<file path="src/rtl/id_stage.sv">
// id_stage: decode stage of the single-issue RV64 core.
// Decodes {pc, inst} from fetch, samples the register-file read data in the
// same cycle, and presents a registered operand bundle to execute. A main
// register plus a skid register keep full throughput with a registered in_ready.
module id_stage #(
  parameter int XLEN        = 64,
  parameter int INST_TYPE_W = 8,
  parameter logic [INST_TYPE_W-1:0] INST_NOP = 8'h00,
  parameter logic [INST_TYPE_W-1:0] INST_ADD = 8'h11
) (
  input  logic                   clk,
  input  logic                   rst,
  input  logic                   flush,
  input  logic                   in_valid,
  output logic                   in_ready,
  input  logic [XLEN-1:0]        in_pc,
  input  logic [31:0]            in_inst,
  output logic [4:0]             rs1_addr,
  output logic [4:0]             rs2_addr,
  input  logic [XLEN-1:0]        rs1_data,
  input  logic [XLEN-1:0]        rs2_data,
  output logic                   out_valid,
  input  logic                   out_ready,
  output logic [INST_TYPE_W-1:0] out_inst_type,
  output logic [XLEN-1:0]        out_op1,
  output logic [XLEN-1:0]        out_op2,
  output logic [4:0]             out_rd,
  output logic                   out_rd_wen,
  output logic [XLEN-1:0]        out_pc,
  output logic                   out_illegal,
  output logic                   out_halt
);

  typedef struct packed {
    logic [INST_TYPE_W-1:0] inst_type;
    logic [XLEN-1:0]        op1;
    logic [XLEN-1:0]        op2;
    logic [XLEN-1:0]        pc;
    logic [4:0]             rd;
    logic                   rd_wen;
    logic                   illegal;
    logic                   halt;
  } bundle_t;

  localparam logic [31:0] EBREAK = 32'h00100073;

  // Instruction fields and immediates
  logic [6:0]      w_opcode;
  logic [2:0]      w_funct3;
  logic [6:0]      w_funct7;
  logic [XLEN-1:0] w_imm_i;
  logic [XLEN-1:0] w_imm_u;

  assign w_opcode = in_inst[6:0];
  assign w_funct3 = in_inst[14:12];
  assign w_funct7 = in_inst[31:25];
  assign w_imm_i  = {{(XLEN-12){in_inst[31]}}, in_inst[31:20]};
  assign w_imm_u  = {{(XLEN-32){in_inst[31]}}, in_inst[31:12], 12'b0};

  // Register-file read addresses come straight from the incoming word
  assign rs1_addr = in_inst[19:15];
  assign rs2_addr = in_inst[24:20];

  bundle_t w_dec;
  logic    w_alu;

  // Decode the incoming instruction into an operand bundle
  always_comb begin
    w_dec           = '0;
    w_dec.inst_type = INST_NOP;
    w_dec.pc        = in_pc;
    w_dec.rd        = in_inst[11:7];
    w_dec.illegal   = 1'b1;
    w_alu           = 1'b0;
    if (in_inst == EBREAK) begin
      w_dec.illegal = 1'b0;
      w_dec.halt    = 1'b1;
    end else begin
      case (w_opcode)
        7'b0010011: begin
          if (w_funct3 == 3'b000) begin
            w_alu     = 1'b1;
            w_dec.op1 = rs1_data;
            w_dec.op2 = w_imm_i;
          end
        end
        7'b0110011: begin
          if (w_funct3 == 3'b000 && w_funct7 == 7'b0000000) begin
            w_alu     = 1'b1;
            w_dec.op1 = rs1_data;
            w_dec.op2 = rs2_data;
          end
        end
        7'b0110111: begin
          w_alu     = 1'b1;
          w_dec.op1 = '0;
          w_dec.op2 = w_imm_u;
        end
        7'b0010111: begin
          w_alu     = 1'b1;
          w_dec.op1 = in_pc;
          w_dec.op2 = w_imm_u;
        end
        default: ;
      endcase
    end
    if (w_alu) begin
      w_dec.inst_type = INST_ADD;
      w_dec.illegal   = 1'b0;
      w_dec.rd_wen    = (in_inst[11:7] != 5'd0);
    end
  end

  // Output buffer state
  bundle_t r_main;
  bundle_t r_skid;
  logic    r_main_valid;
  logic    r_skid_valid;
  logic    r_in_ready;

  logic    w_accept;
  logic    w_main_free;
  logic    w_main_load;
  logic    w_skid_load;
  logic    w_main_valid_next;
  logic    w_skid_valid_next;
  bundle_t w_main_src;

  assign w_accept    = in_valid && r_in_ready;
  assign w_main_free = !r_main_valid || out_ready;

  // Steer the incoming bundle to main or skid; skid refills main when main drains
  always_comb begin
    w_main_load       = 1'b0;
    w_skid_load       = 1'b0;
    w_main_valid_next = r_main_valid;
    w_skid_valid_next = r_skid_valid;
    w_main_src        = w_dec;
    if (w_main_free) begin
      if (r_skid_valid) begin
        w_main_load       = 1'b1;
        w_main_src        = r_skid;
        w_main_valid_next = 1'b1;
        w_skid_load       = w_accept;
        w_skid_valid_next = w_accept;
      end else begin
        w_main_load       = w_accept;
        w_main_valid_next = w_accept;
      end
    end else if (w_accept) begin
      w_skid_load       = 1'b1;
      w_skid_valid_next = 1'b1;
    end
  end

  // Buffer registers: reset clears everything, flush drops all buffered bundles
  always_ff @(posedge clk) begin
    if (!rst) begin
      r_main_valid     <= 1'b0;
      r_skid_valid     <= 1'b0;
      r_in_ready       <= 1'b0;
      r_main           <= '0;
      r_main.inst_type <= INST_NOP;
      r_skid           <= '0;
      r_skid.inst_type <= INST_NOP;
    end else if (flush) begin
      r_main_valid <= 1'b0;
      r_skid_valid <= 1'b0;
      r_in_ready   <= 1'b1;
    end else begin
      r_main_valid <= w_main_valid_next;
      r_skid_valid <= w_skid_valid_next;
      r_in_ready   <= !w_skid_valid_next;
      if (w_main_load) r_main <= w_main_src;
      if (w_skid_load) r_skid <= w_dec;
    end
  end

  assign in_ready      = r_in_ready;
  assign out_valid     = r_main_valid;
  assign out_inst_type = r_main.inst_type;
  assign out_op1       = r_main.op1;
  assign out_op2       = r_main.op2;
  assign out_rd        = r_main.rd;
  assign out_rd_wen    = r_main.rd_wen;
  assign out_pc        = r_main.pc;
  assign out_illegal   = r_main.illegal;
  assign out_halt      = r_main.halt;

endmodule

</file>
<file path="config.mk">
export PLATFORM = sky130hd
export DESIGN_NAME = id_stage
export DESIGN_NICKNAME = d
export VERILOG_FILES = /design/src/rtl/id_stage.sv
export SDC_FILE = /design/constraint.sdc
export NUM_CORES = 1
export LEC_CHECK = 0
export CORE_MARGIN = 1
export CORE_UTILIZATION = 23
export CTS_CLUSTER_DIAMETER = 30
export DETAILED_ROUTE_END_ITERATION = 8
export SETUP_SLACK_MARGIN = 0.4
export SKIP_LAST_GASP = 1
export SLEW_MARGIN = 20
export SYNTH_ARGS = -nofsm -noshare
export SYNTH_HDL_FRONTEND = slang
export SYNTH_SLANG_ARGS = --single-unit
</file>
<file path="constraint.sdc">
create_clock -name clk -period 4.8 [get_ports clk]
set_input_delay 0.48 -clock clk [delete_from_list [all_inputs] [get_ports clk]]
set_output_delay 0.48 -clock clk [all_outputs]
set_load 0.05 [all_outputs]
</file>
# Word level (Yosys, flattened, before mapping)
# Cells that the tools add are included.
dict set report word_totals {
  regBits 419
  latchBits 0
  mem_bits_rw 0
  mem_bits_ro 0
  input_bits 229
  output_inout_bits 220
  word_cells 59
  n_memories 0
}
dict set report op_classes {
  n_addsub 0
  multipliers 0
  div_mod_pow 0
  n_lt_le_gt_ge 0
  n_eq_ne 5
  shift 0
  n_mux 21
  bitwise_logic 2
  reduce_logical 12
}
# operator count
set op_table {}
lappend op_table {{case mux 128 bit (4 select lines)} 1}
lappend op_table {{two-way mux 208 bit} 2}
lappend op_table {{two-way mux 128 bit} 3}
lappend op_table {{equality test 32 x 21 -> 1 bit, second input constant} 1}
lappend op_table {{equality test 7 x 5 -> 1 bit, second input constant} 2}
lappend op_table {{equality test 7 x 6 -> 1 bit, second input constant} 2}
lappend op_table {{two-way mux 1 bit} 11}
lappend op_table {{logical NOT 7 bit} 1}
lappend op_table {{two-way mux 5 bit} 1}
lappend op_table {{nonzero test 5 bit} 1}
lappend op_table {{two-way mux 2 bit} 2}
lappend op_table {{AND reduction 2 bit} 2}
lappend op_table {{OR reduction 2 bit} 2}
lappend op_table {{logical NOT 3 bit} 1}
lappend op_table {{case mux 1 bit (3 select lines)} 1}
lappend op_table {{logical AND 1 bit} 2}
lappend op_table {{logical NOT 1 bit} 2}
lappend op_table {{inverter 1 bit} 2}
lappend op_table {{logical OR 1 bit} 1}

# Depth between registers and ports, before layout
# Gate-level depths: netlist (run 1).
dict set report logic_depth {
  ltp_word 8
  depth_mapped 9
  mapped_depth_nobuf 5
}

# Worst setup path after synthesis (run 1)
# OpenSTA, ideal clock, no wires.
dict set report synth_timing {
  kind {register -> register}
  startpoint {register r_main_valid (netlist: out_valid)}
  endpoint {register r_main (netlist bit out_op1[14])}
  setup_ns 0.087
  arrival_time_ns 2.103
  required_time_ns 4.713
  setup_slack_ns 2.610
  stages_incl_launch_ff 9
  path_buffers 4
  cell_sequence {dfxtp_1 -> nor2b_1 -> buf_2 -> or3_1 -> clkbuf_1 -> clkbuf_1 -> clkbuf_1 -> nand2_1 -> a221oi_2}
}
dict set report synth_via {
  elab_chain_cells 4
  elab_cells_between_ends 5
}
# element line_no
set synth_rtl {}
lappend synth_rtl {{start, declared} 117} ;# logic r_main_valid;
lappend synth_rtl {{start signal, assigned} 171} ;# r_main_valid <= w_main_valid_next;
lappend synth_rtl {{logical NOT 1 bit *} 130} ;# assign w_main_free = !r_main_valid || out_ready;
lappend synth_rtl {{logical OR 1 bit *} 130}
lappend synth_rtl {{two-way mux 1 bit} 139} ;# if (w_main_free) begin
lappend synth_rtl {{AND reduction 2 bit (no source line)} n/a}
lappend synth_rtl {{end signal, assigned} 174} ;# if (w_main_load) r_main <= w_main_src;
lappend synth_rtl {{end, declared} 115} ;# bundle_t r_main;
# Every way passes the cells marked *; elsewhere a longest branch is shown, timed or not.
# A chain may end at the register's enable or synchronous reset.

# Worst setup path in the final report (run 1)
dict set report layout_timing {
  startpoint {register r_skid_valid}
  endpoint {register r_main (netlist bit out_pc[15])}
}
dict set report layout_via {
  elab_chain_cells 3
  elab_cells_between_ends 5
}
# element line_no
set layout_rtl {}
lappend layout_rtl {{start, declared} 118} ;# logic r_skid_valid;
lappend layout_rtl {{start signal, assigned} 172} ;# r_skid_valid <= w_skid_valid_next;
lappend layout_rtl {{two-way mux 1 bit} 140} ;# if (r_skid_valid) begin
lappend layout_rtl {{two-way mux 1 bit} 139}
lappend layout_rtl {{AND reduction 2 bit (no source line)} n/a}
# Parallel ways exist; a longest one is shown, timed or not.

==> flow_metrics.py, run 1 <==
metrics = {
    "routing": {
        "ant_nets": 0,
        "routedWlPerCell_um": 19.6,
        "vias_per_cell": 5.04,
        "drt_first_pass_iters": 7,
        "drt_iter0_drc": 1358,
        "route.detailed.drc": 0,
        "vias": 17000,
        "drt-total-wl_um": 66100,
    },
    "sta": {
        "setup_viol_count_final": 0,
        "max_freq_ghz": 0.357,
        "slew-limit-headroom_pct": 33.5,
        "fin_setup_tns_ns": 0,
        "finalHoldViolCount": 0,
        "min_period_over_period_pct": 58.4,
        "fin_skew_ns": 0.0349,
        "rsz0062_at_grt": "false",
        "worstMarginPinSlew_ns": 0.997,
        "period_minus_slack_ns": 2.80,
        "maxSlewViolCount": 0,
    },
    "critical_path": {
        "worstPathRequired_ns": 5.34,
        "timing.rr.start": "r_skid_valid",
        "arrival_ns": 3.35,
        "reg2reg_slack_ns": 2.00,
        "startpoint_type": "register",
        "worst-setup-path-type": "register to register",
        "cp_max_fo": 75,
        "worstRegToRegCells": 7,
        "end_kind": "register",
        "worstReg2RegEnd": "out_pc[15]",
    },
    "grt": {
        "grt.total_usage_pct": 17.3,
        "grt_overflow": 0,
        "grt_pass1_wl_um": 99800,
        "grt_pass1_vias": 16000,
        "grt_max_degree": 168,
        "antenna_found_initial": 11,
    },
    "clocking": {
        "postCtsSetupBuffers": 0,
        "cts_inserted_buffers": 96,
        "clkTransAtPathRegs_ns": 0.04,
        "cts.sinks": 405,
        "clock_latency_ns": 0.64,
        "hold_buffers": 0,
        "cts-resized-gates": 0,
        "htree_levels": 3,
        "cts_buffer_depth": 3,
        "cts_tree": "yes",
        "cts_root_buf": "clkbuf_16",
    },
    "synth": {
        "yosysSeqAreaShare_pct": 48.8,
        "syn_inst": 1987,
        "avgSynthCellArea_um2": 8.36,
        "synth_area_leader_cell": "dfxtp_1",
        "postSynth.asyncResetShare_pct": 0,
        "synth_most_common_cell": "dfxtp_1",
        "synth.area.top_cells": "dfxtp_1 (49%), o21ai_0 (7.5%), a221oi_1 (7.2%)",
        "netlist_top_cells_count": "dfxtp_1 (405), nand2_1 (281), o21ai_0 (250)",
        "yosys_warnings": 0,
        "netlist_area_um2": 16600,
        "synth_top_area_share_pct": 48.8,
        "synth-edff-count": 0,
        "yosys_register_bits": 405,
        "synthDistinctLibCells": 43,
        "synth_ff_type": "dfxtp_1",
    },
    "hold_path": {
        "holdPathEnd": "r_skid[132]",
        "holdPathStages": 3,
        "hp-class": "primary input to register",
        "hold_path.startpoint": "rs2_data[60]",
    },
    "final_layout": {
        "fin_nets": 2569,
        "area_delta_synth_final_pct": 51.3,
        "drive_gt1_share_pct": 9.68,
    },
    "power": {
        "power.density_nw_per_um2": 440,
        "finalPower_mw": 11.1,
        "vdd_drop_max_mv": 0.242,
        "power.leakage_nw": 8.32,
    },
    "die": {
        "fp.dieW_um": 271,
        "die_area_um2": 73300,
        "start_util_pct": 23.2,
        "core_um2": 71500,
        "die_y_um": 271,
        "rows": 98,
        "io_pins": 449,
    },
    "placement": {
        "io_buffer_count": 442,
        "dp_hpwl_um": 40900,
        "gp_congestion": 0.813,
    },
    "flow_run": {
        "drv_cap": 0,
    },
    "status": {
        "status": "finished, final reports clean",
    },
}
layout by cell type (no fill, tap or decap), types with 3 or more instances in the layout:
| master | count |
|---|---|
| a211oi_1 | 34 |
| a21oi_1 | 232 |
| a221oi_1 | 137 |
| a221oi_2 | 10 |
| a22o_1 | 6 |
| a22oi_1 | 88 |
| a31o_2 | 8 |
| and2_1 | 3 |
| and3_1 | 26 |
| buf_12 | 8 |
| buf_4 | 29 |
| bufinv_16 | 12 |
| clkbuf_1 | 18 |
| clkbuf_16 | 96 |
| clkbuf_8 | 21 |
| clkdlybuf4s50_1 | 441 |
| clkinv_16 | 3 |
| clkinv_2 | 14 |
| clkinvlp_4 | 7 |
| conb_1 | 6 |
| dfxtp_1 | 405 |
| diode_2 | 10 |
| nand2_1 | 281 |
| nand2b_1 | 9 |
| nand3_1 | 9 |
| nor2_1 | 73 |
| nor2_4 | 4 |
| nor3_1 | 79 |
| nor4b_1 | 4 |
| o211ai_1 | 7 |
| o21ai_0 | 250 |
| o21ai_1 | 30 |
| o21ba_2 | 6 |
| o22ai_1 | 25 |
| or3_1 | 7 |
critical path: stages (launching register included):
cell and delay (ns):
dfxtp_1 0.37, buf_4 0.28, inv_6 0.27, nor2_4 0.18, buf_4 0.39, buf_4 0.66
a221oi_1 0.28, nor3_1 0.19
layout make-up:
cell class                 instances  area [um2]
inverter                           4        27.5
clock buffer                     135        2760
fill                            7254       46300
antenna                           10        25.0
sequential                       405        8110
tap                              950        1190
multi-input combinational       1355        7600
clock inverter                    40         646
timing repair buffer             478        4790
kinds of logic after synthesis:
group	Yosys count	share of synthesized area, %
buffers and inverters	232	6.05
flip-flops	405	48.8
AND/OR/NAND/NOR	508	13.3
AO/OA/AOI/OAI	841	31.8
other	1	0.0226
report_power, final:
part	total, mW	internal, mW	switching, mW
Combinational	0.871	0.343	0.528
Sequential	3.47	3.44	0.0339
Clock	6.72	4.63	2.09
Total	11.1	8.42	2.65
how the worst max path moves through the flow:
| stage | from | end | slack, ns | cells after the start |
|---|---|---|---|---|
| global placement | out_ready | r_skid[133] | 1.64 | 6 |
| global route | r_skid_valid | out_pc[15] | 1.80 | 7 |
| CTS | r_skid_valid | out_pc[15] | 2.01 | 7 |
| detailed placement | in_inst[6] | r_skid[128] | 1.63 | 8 |
| finish | r_skid_valid | out_pc[15] | 2.00 | 7 |
| floorplan | out_valid | out_op1[14] | 2.61 | 8 |
metrics by stage:
step | instances | utilization (%) | hold slack [ns] | setup slack, ns | instance area, um2
floorplan | 1992 | - | 0.431 | 2.61 | 16600
global placement | 3192 | 30.4 | 0.438 | 1.64 | 21700
finish | 3377 | 35.2 | 0.417 | 2.00 | 25100
global route | 3377 | 35.2 | 0.411 | 1.80 | 25100
CTS | 3367 | 35.1 | 0.377 | 2.01 | 25100
detailed placement | 3192 | 30.4 | 0.442 | 1.63 | 21700
sequential cells by signal, summed over array words and instances (netlist names):
signal	count
in_ready	1
out_illegal	1
r_skid_valid	1
out_pc	64
r_skid	201
out_op1	64
out_valid	1
out_halt	1
out_inst_type	1
out_op2	64
out_rd_wen	1
out_rd	5
layer usage:
metal	wire (um)	up-vias	GRT usage [%]
li1	-	8036	-
met1	28500	8150	22.6
met2	30800	691	26.8
met3	4610	130	3.99
met4	2220	0	8.52
met5	0	-	0
Power figures use the tool's default switching activity.
==> inputs of run 2 (changes only) <==
Clock period 4.8 ns to 2.78 ns, I/O delays scaled along.
==> run 2 against run 1 <==
  * Flip-flop and latch count unchanged
  * First-iteration DRC count up 2.9%
  * Non-clock buffer count up 25
  * Clock skew up 0.031 ns
  * Sequential share of layout area down 0.89 points
  * Clock power up 85%
  * Design area up 2.8%
  * Utilization up 1.0 points
  * Clock-buffer cell count down 4
  * Worst setup slack worse by 1.5 ns
  * Via count up 1.1%
  * Critical path depth down 6
  * Critical endpoint is now out_op2[10]
  * Largest power group unchanged
  * Highest routed layer is now met5
==> flow_metrics.py, run 2 (synthesis gave the netlist of run 1 again) <==
metrics = {
    "status": {
        "status": "finished, final reports clean",
    },
    "hold_path": {
        "hp-class": "primary input to register",
        "hold_path.startpoint": "rst",
        "holdPathEnd": "r_skid[10]",
        "holdPathStages": 3,
    },
    "sta": {
        "whs_ns": 0.0765,
        "maxSlewViolCount": 0,
        "min_period_over_period_pct": 80.5,
        "worstMarginPinSlew_ns": 0.985,
        "rsz0062_at_grt": "false",
        "period_minus_slack_ns": 2.24,
        "max_freq_ghz": 0.447,
        "slew-limit-headroom_pct": 34.3,
        "finalHoldViolCount": 0,
        "fin_skew_ns": 0.0661,
        "worst_slack_ns": 0.541,
        "fin_setup_tns_ns": 0,
        "setup_viol_count_final": 0,
    },
    "placement": {
        "preCtsSetupSlack_ns": 0.129,
        "placedCellCount": 3217,
        "gp_congestion": 0.817,
        "io_buffer_count": 442,
        "dpl-instance-area_um2": 22100,
        "dp_hpwl_um": 42400,
    },
    "critical_path": {
        "slowest_delay_ns": 0.90,
        "reg2reg_slack_ns": 0.63,
        "worstRegToRegCells": 7,
        "worstReg2RegEnd": "out_op2[16]",
        "cp_slowest_cell": "clkdlybuf4s50_1",
        "worst-setup-path-type": "register to output pin",
        "arrival_ns": 1.96,
        "worst-path-buf-inv": 1,
        "timing.rr.start": "out_valid",
        "worstPathRequired_ns": 2.50,
        "worstPathCellList": "clkdlybuf4s50_1",
        "startpoint_type": "register",
        "crit_family": "buffers and inverters",
        "cp_max_fo": 2,
        "end_kind": "output pin",
    },
    "final_layout": {
        "layout_common_cells": "clkdlybuf4s50_1 (441), dfxtp_1 (405), nand2_1 (281)",
        "instances_no_fill": 3411,
        "multi_input_area_um2": 7600,
        "n_fill_cell": 7248,
        "area_delta_synth_final_pct": 55.6,
        "layout_commonest_cell": "clkdlybuf4s50_1",
        "largest_register_ff_count": 201,
        "fin_area_um2": 25900,
        "drive_gt1_share_pct": 11.7,
        "regArea_um2": 8110,
        "fin_nets": 2600,
        "regMostFlops": "r_skid",
    },
    "die": {
        "core_um2": 71500,
        "io_pins": 449,
        "die_area_um2": 73300,
        "start_util_pct": 23.2,
        "die_y_um": 271,
        "rows": 98,
        "fp.dieW_um": 271,
    },
    "clocking": {
        "postCtsSetupBuffers": 0,
        "clkTransAtPathRegs_ns": 0.04,
        "cts.sinks": 405,
        "cts_tree": "yes",
        "htree_levels": 3,
        "cts-resized-gates": 0,
        "cts_inserted_buffers": 102,
        "clock_latency_ns": 0.66,
        "hold_buffers": 0,
        "cts_buffer_depth": 3,
        "cts_root_buf": "clkbuf_16",
    },
    "grt": {
        "grt_pass1_wl_um": 101000,
        "grt_overflow": 0,
        "grt_max_degree": 138,
        "grt_pass1_vias": 16100,
        "antenna_found_initial": 5,
        "grt.total_usage_pct": 17.4,
    },
    "power": {
        "power.density_nw_per_um2": 773,
        "power.leakage_nw": 8.66,
        "vdd_drop_max_mv": 0.503,
    },
    "routing": {
        "routedWlPerCell_um": 19.5,
        "ant_nets": 0,
        "drt_first_pass_iters": 5,
        "drt-total-wl_um": 66500,
        "vias": 17200,
        "route.detailed.drc": 0,
        "drt_iter0_drc": 1398,
        "vias_per_cell": 5.04,
    },
    "flow_run": {
        "drv_cap": 0,
    },
}
==> run 2: area by class of cell <==
type | instances | share of cell area (%)
sequential | 405 | 31.4
multi-input combinational | 1355 | 29.4
timing repair buffer | 503 | 20.1
clock buffer | 131 | 11.2
tap | 950 | 4.60
clock inverter | 59 | 3.18
inverter | 4 | 0.106
antenna | 4 | 0.0387
==> run 2: worst register-to-register path, stage by stage, from the launching register on <==
cell     delay (ns)
dfxtp_1        0.31
nor2b_1        0.18
buf_4          0.19
nor2_4         0.11
buf_4          0.72
and3_1         0.31
a21oi_1        0.04
o22ai_1        0.19
==> run 2: power breakdown <==
part	internal, mW	leakage (nW)	switching (mW)
sequential	5.94	3.28	0.0676
clock	8.57	1.78	3.88
combinational	0.616	3.59	0.927
==> run 2: worst max-delay path by stage <==
stage	start	endpoint	slack [ns]	cells past startpoint
finish	out_op2[10]	out_op2[10]	0.54	1
global placement	in_inst[13]	out_op1[12]	0.15	7
global route	out_op1[62]	out_op1[62]	0.48	1
CTS	out_op2[10]	out_op2[10]	0.51	1
floorplan	out_valid	out_op1[14]	0.59	8
detailed placement	in_inst[12]	out_op1[26]	0.13	7
==> run 2: metal layers <==
metal	track usage (%)	vias up	wire, um
li1	-	8102	-
met1	23.1	8263	29100
met2	26.9	692	30600
met3	4.38	127	4930
met4	6.39	4	1820
met5	0	-	24
==> run 2: stage by stage <==
stage | power (mW) | util (%)
2_1_floorplan | 6.84 | -
3_3_place_gp | 7.66 | 31.0
3_5_place_dp | 7.65 | 31.0
4_1_cts | 20.2 | 36.2
5_1_grt | 20.6 | 36.2
6_report | 20.0 | 36.2
==> inputs of run 3 (changes only) <==
Clock period 2.78 ns to 1.8 ns, I/O delays scaled along.
==> run 3 against run 2 <==
  * The flow now finishes with violations (hold timing, setup timing)
  * Clock-buffer cell count rose by 3
  * Largest power group unchanged
  * Clock power rose by 52%
  * Largest cell class is now multi-input combinational cells
  * Sequential share of layout area fell by 3.4 points
  * Critical path type is now register to register
==> flow_metrics.py, run 3 (synthesis gave the netlist of run 1 again) <==
metrics = {
    "critical_path": {
        "worst-setup-path-type": "register to register",
        "startpoint_type": "register",
        "worstPathRequired_ns": 2.35,
        "slowest_delay_ns": 0.40,
        "crit_family": "simple AND/OR/NAND/NOR gates",
        "cp_slowest_cell": "or3_4",
        "worst-path-buf-inv": 3,
        "worstPathCellList": "nor2b_4 -> or3_4 -> buf_12 -> nor2_4 -> buf_12 -> buf_6 -> o21ai_0 -> o22ai_1",
        "end_kind": "register",
        "cpMostUsedCell": "buf_12",
        "cp_max_fo": 12,
        "arrival_ns": 2.37,
    },
    "routing": {
        "drt_iter0_drc": 1441,
        "drt_first_pass_iters": 5,
        "vias_per_cell": 5.01,
        "routed.top_layer": "met5",
        "vias": 18000,
        "route.detailed.drc": 0,
        "drt-total-wl_um": 74600,
        "wl_met1_um": 31900,
        "ant_nets": 0,
        "wl_met3_um": 5430,
        "route.met2.wl_um": 35700,
        "routedWlPerCell_um": 20.8,
    },
    "sta": {
        "rsz0062_at_grt": "true",
        "max_freq_ghz": 0.550,
        "worstMarginPinSlew_ns": 0.524,
        "fin_skew_ns": 0.0200,
        "min_period_over_period_pct": 101,
        "slew-limit-headroom_pct": 65.1,
        "maxSlewViolCount": 0,
        "finalHoldViolCount": 2,
        "whs_ns": -0.00183,
        "setup_viol_count_final": 3,
        "period_minus_slack_ns": 1.82,
        "worst_slack_ns": -0.0179,
    },
    "final_layout": {
        "fin_nets": 2793,
        "area_delta_synth_final_pct": 75.7,
        "largest_register_ff_count": 201,
        "fin_area_um2": 29200,
        "regMostFlops": "r_skid",
        "drive_gt1_share_pct": 31.3,
        "layout_common_cells": "dfxtp_1 (377), nand2_1 (277), buf_4 (266)",
        "layout_commonest_cell": "dfxtp_1",
        "finish.utilization_pct": 40.8,
    },
    "hold_path": {
        "hp-class": "primary input to register",
    },
    "die": {
        "die_y_um": 271,
        "io_pins": 449,
        "fp.dieW_um": 271,
        "die_area_um2": 73300,
        "core_um2": 71500,
        "rows": 98,
        "start_util_pct": 23.2,
    },
    "placement": {
        "dp_hpwl_um": 46100,
        "preCtsSetupSlack_ns": -0.713,
        "gp_congestion": 0.839,
        "io_buffer_count": 442,
        "dpl-instance-area_um2": 23900,
    },
    "power": {
        "power.leakage_nw": 10.8,
        "vdd_drop_max_mv": 0.702,
        "finalPower_mw": 30.9,
        "power.density_nw_per_um2": 1060,
    },
    "clocking": {
        "clock_latency_ns": 0.63,
        "cts_inserted_buffers": 97,
        "htree_levels": 3,
        "clkTransAtPathRegs_ns": 0.04,
        "cts_buffer_depth": 3,
        "cts_root_buf": "clkbuf_16",
        "cts.sinks": 405,
        "cts_tree": "yes",
    },
    "status": {
        "status": "finished with violations",
        "violations": "hold timing, setup timing",
    },
    "grt": {
        "grt_max_degree": 82,
        "grt.total_usage_pct": 18.1,
        "grt_pass1_wl_um": 104000,
        "antenna_found_initial": 4,
        "grt_pass1_vias": 17300,
        "grt_overflow": 0,
    },
    "flow_run": {
        "drv_cap": 0,
    },
}
==> run 3: cell types whose count changed in the layout (fill, tap and decap cells not counted), sizes merged, moves of 3 or more <==
cell,change
buf,+384
clkdlybuf4s50,-229
clkbuf,+26
dlymetal6s2s,+13
clkinv,-12
clkinvlp,-11
bufinv,+4
diode,-3
dlygate4sd2,+3
==> run 3: final timing paths <==
kind,start,endpoint,slack [ns],cells past startpoint
hold / removal,in_inst[14],r_skid[86],-0.002,4
setup / recovery,out_valid,out_op2[12],-0.02,8
setup reg to reg,out_valid,out_op2[12],-0.02,8
hold reg to reg,out_halt,out_halt,0.45,2
==> run 3: worst min-delay path, cell delays in order <==
cell,delay [ns]
clkbuf_2,0.09
buf_4,0.12
a22oi_1,0.08
a21oi_1,0.11
==> run 3: cell type report <==
cell class	instances	area, um2
Antenna cell	1	2.50
Clock buffer	134	2830
Clock inverter	42	693
Fill cell	6952	42300
Inverter	4	27.5
Multi-Input combinational cell	1355	8480
Sequential cell	405	8150
Tap cell	950	1190
Timing Repair Buffer	701	7830
==> run 3: repair_timing <==
action,in CTS,in global routing
endpoints found under the hold margin,2,2
resized for setup,990,184
gates cloned,3,26
setup endpoints to repair,590,451
hold buffers,1,1
setup buffers,5,30
pin swaps,2,46
==> run 3: power by group <==
part           leakage, nW  internal (mW)  switching [mW]
Clock                 1.73           13.3            5.48
Combinational         5.79           1.22            1.62
Sequential            3.29           9.18           0.116
==> run 3: metal layers <==
| metal | track usage, % | vias up |
|---|---|---|
| met5 | 0 | - |
| li1 | - | 8524 |
| met1 | 23.2 | 8644 |
| met2 | 29.2 | 724 |
| met4 | 6.44 | 2 |
| met3 | 4.42 | 106 |
==> run 3: stage by stage <==
step	instances	setup TNS [ns]
6_report	3592	-0.0221
3_5_place_dp	3349	-178.97
3_3_place_gp	3349	-171.45
5_1_grt	3591	-2.79
4_1_cts	3534	-0.0326
2_1_floorplan	1992	-2.44
